### src/rtl/cnn_pkg.sv
// cnn_pkg: shared CNN datapath width and signed helpers (max2, relu).
// CONV_W is the convolved_result width used by muladdtree3x3 and pooling.
package cnn_pkg;

  localparam int CONV_W = 21;

  typedef logic signed [CONV_W-1:0] conv_t;

  function automatic conv_t max2(
    input conv_t a,
    input conv_t b
  );
    return (a > b) ? a : b;
  endfunction

  function automatic conv_t relu(input conv_t x);
    return x[CONV_W-1] ? '0 : x;
  endfunction

endpackage

### src/rtl/pool_row_buffer.sv
// pool_row_buffer: DEPTH x CONV_W single-port row memory, sync write,
// async read at addr. Ports: clk, we, addr, wdata, rdata. No reset.
module pool_row_buffer
  import cnn_pkg::*;
#(
  parameter int DEPTH = 4,
  parameter int AW    = 2
) (
  input  logic          clk,
  input  logic          we,
  input  logic [AW-1:0] addr,
  input  conv_t         wdata,
  output conv_t         rdata
);

  conv_t mem [DEPTH];

  // contents are always written on an even row before being read
  always_ff @(posedge clk) begin
    if (we) mem[addr] <= wdata;
  end

  assign rdata = mem[addr];

endmodule

### src/rtl/conv_maxpool2x2.sv
// conv_maxpool2x2: streaming 2x2 max-pool over an IMG_W x IMG_H raster.
// Ports: clk, reset (async low), frame_start, conv_valid/conv_data in;
// pool_valid/pool_data/frame_done out. Macro CONV_MAXPOOL_RELU_EN: ReLU.
module conv_maxpool2x2
  import cnn_pkg::*;
#(
  parameter int DATA_W = CONV_W,
  parameter int IMG_W  = 8,
  parameter int IMG_H  = 8
) (
  input  logic              clk,
  input  logic              reset,
  input  logic              frame_start,
  input  logic              conv_valid,
  input  logic [DATA_W-1:0] conv_data,
  output logic              pool_valid,
  output logic [DATA_W-1:0] pool_data,
  output logic              frame_done
);

  localparam int CW = (IMG_W > 1) ? $clog2(IMG_W) : 1;
  localparam int RW = (IMG_H > 1) ? $clog2(IMG_H) : 1;
  localparam int HD = IMG_W / 2;
  localparam int AW = (HD > 1) ? $clog2(HD) : 1;

  localparam logic [CW-1:0] COL_LAST = CW'(IMG_W - 1);
  localparam logic [RW-1:0] ROW_LAST = RW'(IMG_H - 1);

  logic [CW-1:0] col;
  logic [CW-1:0] cur_col;
  logic [RW-1:0] row;
  logic [RW-1:0] cur_row;
  logic [AW-1:0] buf_addr;
  logic          buf_we;
  logic          odd_col;
  logic          odd_row;
  logic          last_col;
  logic          last_row;

  conv_t hmax;
  conv_t fx;
  conv_t pair;
  conv_t above;
  conv_t win;

  // frame_start makes this cycle's sample pixel (0,0)
  always_comb begin
    cur_col = frame_start ? '0 : col;
    cur_row = frame_start ? '0 : row;
`ifdef CONV_MAXPOOL_RELU_EN
    fx = relu(conv_t'(conv_data));
`else
    fx = conv_t'(conv_data);
`endif
    pair     = max2(hmax, fx);
    win      = max2(above, pair);
    odd_col  = cur_col[0];
    odd_row  = cur_row[0];
    last_col = (cur_col == COL_LAST);
    last_row = (cur_row == ROW_LAST);
    buf_addr = AW'(cur_col >> 1);
    buf_we   = conv_valid & odd_col & ~odd_row;
  end

  pool_row_buffer #(
    .DEPTH (HD),
    .AW    (AW)
  ) u_rowbuf (
    .clk   (clk),
    .we    (buf_we),
    .addr  (buf_addr),
    .wdata (pair),
    .rdata (above)
  );

  always_ff @(posedge clk or negedge reset) begin
    if (!reset) begin
      col        <= '0;
      row        <= '0;
      hmax       <= '0;
      pool_valid <= 1'b0;
      pool_data  <= '0;
      frame_done <= 1'b0;
    end else begin
      pool_valid <= 1'b0;
      frame_done <= 1'b0;
      if (frame_start) begin
        col  <= '0;
        row  <= '0;
        hmax <= '0;
      end
      if (conv_valid) begin
        if (!odd_col) begin
          hmax <= fx;
        end else if (odd_row) begin
          pool_data  <= DATA_W'(win);
          pool_valid <= 1'b1;
          frame_done <= last_col & last_row;
        end
        if (last_col) begin
          col <= '0;
          row <= last_row ? '0 : cur_row + 1'b1;
        end else begin
          col <= cur_col + 1'b1;
        end
      end
    end
  end

endmodule

### config.mk
export PLATFORM = sky130hd
export DESIGN_NAME = conv_maxpool2x2
export DESIGN_NICKNAME = d
export VERILOG_FILES = /design/src/rtl/cnn_pkg.sv /design/src/rtl/pool_row_buffer.sv /design/src/rtl/conv_maxpool2x2.sv
export SDC_FILE = /design/constraint.sdc
export NUM_CORES = 1
export LEC_CHECK = 0
export BUFFER_PORTS_ARGS = -buffer_cell sky130_fd_sc_hd__buf_2
export CORE_MARGIN = 2
export CORE_UTILIZATION = 30
export CTS_BUF_LIST = sky130_fd_sc_hd__clkbuf_4
export CTS_CLUSTER_DIAMETER = 150
export CTS_CLUSTER_SIZE = 40
export DETAILED_ROUTE_END_ITERATION = 10
export GPL_TIMING_DRIVEN = 0
export PLACE_DENSITY = 0.43
export SYNTH_ARGS = -nofsm -noshare
export SYNTH_HDL_FRONTEND = slang
export SYNTH_SLANG_ARGS = --single-unit
export TNS_END_PERCENT = 10
### constraint.sdc
create_clock -name clk -period 12 [get_ports clk]
set_input_delay 1.2 -clock clk [delete_from_list [all_inputs] [get_ports clk]]
set_output_delay 1.2 -clock clk [all_outputs]
set_load 0.01 [all_outputs]
== Word-level counts from Yosys, hierarchy flattened ==
Memories as Yosys holds them, arrays and structs flattened.
Index checks and enable logic that the tools add are counted.

* Equal/unequal tests: 2
* Add/sub/neg operators: 2
* Reductions and logical operators: 1
* Muxes and demuxes: 20
* Bitwise gates (word level): 4
* Order comparisons: 2

{| class="wikitable"
|+ Operator list
! kind !! number
|-
| 21-bit two-way mux || 5
|-
| 21-bit greater-than comparator || 2
|-
| 3-bit two-way mux || 7
|-
| 1-bit two-way mux || 8
|-
| 3-bit by 1-bit adder with 3-bit output (second input constant) || 2
|-
| 3-bit == test (second input constant) || 2
|-
| 1-bit bitwise AND || 3
|-
| 3-bit AND reduction || 1
|-
| 1-bit NOT || 1
|}

* Register bits: 50
* Bits in writable memories: 84
* Memories: 1
* Output and inout port bits: 23
* Word-level logic and storage cells: 38

{| class="wikitable"
|+ Memories
! name !! words !! bits a word !! read ports !! clocked after Yosys merged registers in !! write ports !! line !! text
|-
| u_rowbuf.mem || 4 || 21 || 1 || 0 || 1 || pool_row_buffer.sv:16 || <nowiki>conv_t mem [DEPTH];</nowiki>
|}

== Logic depth before layout (Yosys ltp) ==
* Depth after elaboration: 6
* Mapped depth: 19
* Depth with buffers taken out: 16

== Modules after synthesis ==
A second synthesis with hierarchy kept.

* Cells, all modules: 511
* Area total of the unflattened synthesis: 6775.2 um^2

{| class="wikitable"
|+ Modules (own cells, without submodules)
! module !! cells each !! area an instance (um^2) !! times used !! seq. area each (um^2)
|-
| conv_maxpool2x2 || 396 || 3679.8 || 1 || 1251.2
|-
| pool_row_buffer || 115 || 3095.5 || 1 || 2522.4
|}

== Worst setup path before layout ==
Ideal clock, no wire load.

* Path kind: input to register
* Start point: input conv_data[20]
* End point: register pool_data[1]
* Cell stages on the path: 16
* Arrival time: 4.746 ns
* Data required time: 11.865 ns
* Library setup time: 0.135 ns
* Path slack: 7.119 ns
* Cells stage by stage: inv_1 -> ha_1 -> and4_1 -> a211oi_2 -> clkbuf_1 -> a211o_1 -> o2111ai_1 -> a211oi_2 -> ha_1 -> and4_1 -> a221oi_1 -> o221ai_1 -> mux2i_1 -> nand2b_1 -> clkbuf_1 -> o211ai_1

* Longest elaborated chain between the ends: 4

{| class="wikitable"
|+ Ends and longest elaborated chain
! what !! line !! text
|-
| start: declaration || conv_maxpool2x2.sv:15 || <nowiki>input logic [DATA_W-1:0] conv_data,</nowiki>
|-
| 21-bit greater-than comparator || cnn_pkg.sv:13 || <nowiki>return (a > b) ? a : b;</nowiki>
|-
| 21-bit two-way mux (*) || cnn_pkg.sv:13 ||
|-
| 21-bit greater-than comparator || cnn_pkg.sv:13 ||
|-
| 21-bit two-way mux (*) || cnn_pkg.sv:13 ||
|-
| end signal: assignment || conv_maxpool2x2.sv:96 || <nowiki>pool_data <= DATA_W'(win);</nowiki>
|-
| end: declaration || conv_maxpool2x2.sv:17 || <nowiki>output logic [DATA_W-1:0] pool_data,</nowiki>
|}

Every way passes the cells marked *; elsewhere a longest branch is shown, timed or not.
A chain may end at the register's enable or synchronous reset.

== Worst setup path after layout ==
* Start point: input conv_data[20]
* End point: register pool_data[3]

* Longest elaborated chain between the ends: 4

{| class="wikitable"
|+ Ends and longest elaborated chain
! what !! line !! text
|-
| 21-bit greater-than comparator || cnn_pkg.sv:13 ||
|-
| 21-bit two-way mux || cnn_pkg.sv:13 ||
|-
| via pair[0] || conv_maxpool2x2.sv:42 || <nowiki>conv_t pair;</nowiki>
|-
| 21-bit greater-than comparator || cnn_pkg.sv:13 ||
|-
| 21-bit two-way mux || cnn_pkg.sv:13 ||
|}

The timed path passes the listed nets, and every way through them passes these cells.

==> impl_metrics.toml <==
[status]
status = "complete, no violations"

[floorplan]
io_pins = 48
start_util_pct = 30.34
design.die.area_sq_um = 27440
core_sq_um = 25840
die_h_um = 165.6
rows = 59
die_w_um = 165.6

[finish]
final_util_pct = 34.23
syn2layout_area_growth_pct = 12.83
drive_above_1_share_pct = 15.24
fillers = 2629
instances_no_fill = 1164
finalNetCount = 885

[power_and_ir_drop]
internal-power_uw = 713.1
p_seq_share_pct = 47.8
power_switching_share_pct = 36.31
powerDensity_nw_per_um2 = 126.6
ir_drop_mv = 0.04148
combPwrFrac_pct = 26.1
p_leak_nw = 3.455
switchingPower_uw = 406.6
p_clk_share_pct = 26.1

[clock_network]
cts_hold_buf = 0
cts_setup_buffers = 0
ctsLongestPathBuffers = 2
clkTransAtPathRegs_ns = 0.13
tritoncts = "built"
htreeDepth = 4
ctsRootBufferMaster = "clkbuf_4"
cts_resized = 0
numCtsBuffers = 17
numClockSinks = 134
worst_skew_pair.late_latency_ns = 0.56

[critical_path]
crit_type = "input port to register"
setup.worst_path.end_class = "register"
required_ns = 12.42
worst_ep_arrival_time_ns = 6.36
cp_max_fo = 10
crit_path_start_kind = "input port"

[yosys]
async_reset_ff_share_pct = 37.31
synth_area_leaders = "edfxtp_1, dfrtp_1, ha_1"
synth_cells = 743
synth_area_sq_um = 7839
synth_top_cell_area_share_pct = 32.18
synth_commonest_cells = "edfxtp_1, nand2_1, dfrtp_1, inv_1"
ys_seq_elements = 134
synth_top_family_by_area = "simple AND/OR/NAND/NOR gates"
yosysMostFrequentCell = "edfxtp_1"
synth_edf_count = 84
synthAdderAreaFrac_pct = 7.342
yosysUniqueCellTypes = 48
synthMuxAreaShare_pct = 0.9417
ys_seq_area_share_pct = 48.14
synthSimpleGateAreaFrac_pct = 19.14
synth-compound-area-share_pct = 18.66
synth-main-ff-cell = "edfxtp_1"
syn-num-nets = 814
post-synth-top-area-cell = "edfxtp_1"
ys_warn_count = 0
syn_area_per_cell_sq_um = 10.55
synth_xor_area_share_pct = 0.2235

[grt]
antenna_found_initial = 1
grt_usage_pct = 17.96
grt_max_degree = 51
grt_pass1_wl_mm = 38.41
grt_overflow = 0
grt_pass1_vias = 6564

[routing]
viasPerCell = 5.466
antenna_left = 0
drtIter0Drc = 489
routed_wl_mm = 24.51
wl_per_cell_um = 21.05
drtPass1Iterations = 5
num_vias = 6362
drcViolationCount = 0

[place]
dp_hpwl_mm = 17.72
pre_cts_ws_ns = 5.521
gp_congestion = 0.8566
port_buffers = 46
place_inst = 1130

[timing]
max_freq_mhz = 168.5
worst_pin_slew_ns = 1.108
holdWs_ns = 0.5301
finalSetupViolations = 0
hold_viol = 0
drv_slew = 0
slew_headroom_pct = 25.88
grt_setup_unrepaired = "no"
skew_ns = 0.03348
fin_crit_ns = 5.936
setup_ws_ns = 6.064
finalCritPeriodShare_pct = 49.46
setup-tns-final_ns = 0

[worst_hold_path]
hold_path.class = "register to register"

[flow_run]
maxCapViolations = 0
## critical path, stage by stage
cell and delay (ns):
buf_2 0.15, inv_1 0.11, ha_1 0.38, and4_1 0.26
a211oi_2 0.52, clkbuf_1 0.47, a211o_1 0.20, o2111ai_1 0.11
a211oi_1 0.63, inv_1 0.23, ha_1 0.25, o21ai_0 0.20
a31oi_1 0.14, o221ai_1 0.23, mux2i_1 0.38, nand2b_1 0.23
clkbuf_1 0.48, o211ai_1 0.17
## worst paths after layout
| check | start | endpoint | slack [ns] | depth (start not counted) |
|---|---|---|---|---|
| setup / recovery | conv_data[20] | pool_data[3] | 6.06 | 18 |
| hold / removal | pool_data[20] | pool_data[20] | 0.53 | 2 |
| setup reg to reg | hmax[16] | pool_data[3] | 6.43 | 17 |
| hold reg to reg | pool_data[20] | pool_data[20] | 0.53 | 2 |
| max in group asynchronous | reset | pool_data[9] | 10.80 | 1 |
| min in group asynchronous | reset | hmax[2] | 0.69 | 1 |
## metal layers
layer  share of wire [%]  track usage [%]
met5                   0                0
met4                 1.8            5.444
met3                 3.2            2.772
met2                  48            29.66
met1                  47            24.35
## registers in the layout, summed over array words and instances (netlist names)
register	cells
frame_done	1
row	3
hmax	21
col	3
pool_data	21
u_rowbuf.mem	84
pool_valid	1
## logic make-up (layout without fill, tap and decap cells)
group           count (synthesis)  after routing
compound gates                189            189
xor+xnor                        2              2
fa+ha+maj                      46             46
buf+inv                       106            190
flops                         134            134
mux                             7              7
other cells                     0              2
simple gates                  259            259
## metrics by stage
step	area [sq um]	total power, mW
detailed placement	8574	0.8356
finish	8845	1.120
global route	8845	1.189
CTS	8837	1.131
floorplan	7839	0.7346
global placement	8488	0.8275
## layout by cell type, fill, tap and decap left out, types with 22 or more instances in the layout
cell,count
dfrtp_1,50
inv_1,48
nand2_1,68
nand3b_1,22
nor3_1,22
a22oi_1,36
nand4_1,24
edfxtp_1,84
buf_2,48
nand2b_1,24
and2_1,26
a211o_1,22
ha_1,46
o21ai_0,29
clkbuf_1,46
## layout make-up
type,instances,area [sq um],area share (%)
antenna,2,5.005,0.05659
buffer,57,251.5,2.843
clock buffer,17,127.6,1.443
clock inverter,15,135.1,1.528
inverter,49,183.9,2.079
multi-input combinational,503,3652,41.29
sequential,134,3774,42.67
tap,335,419.2,4.739
timing repair buffer,52,296.5,3.353
## power groups by stage
stage / Sequential [mW] / Clock (mW) / Combinational, mW
2_1_floorplan: 0.540 / 0 / 0.195
3_3_place_gp: 0.545 / 0 / 0.283
3_5_place_dp: 0.545 / 0 / 0.291
4_1_cts: 0.535 / 0.304 / 0.292
5_1_grt: 0.537 / 0.324 / 0.328
6_report: 0.535 / 0.292 / 0.292
Power figures use the tool's default switching activity.
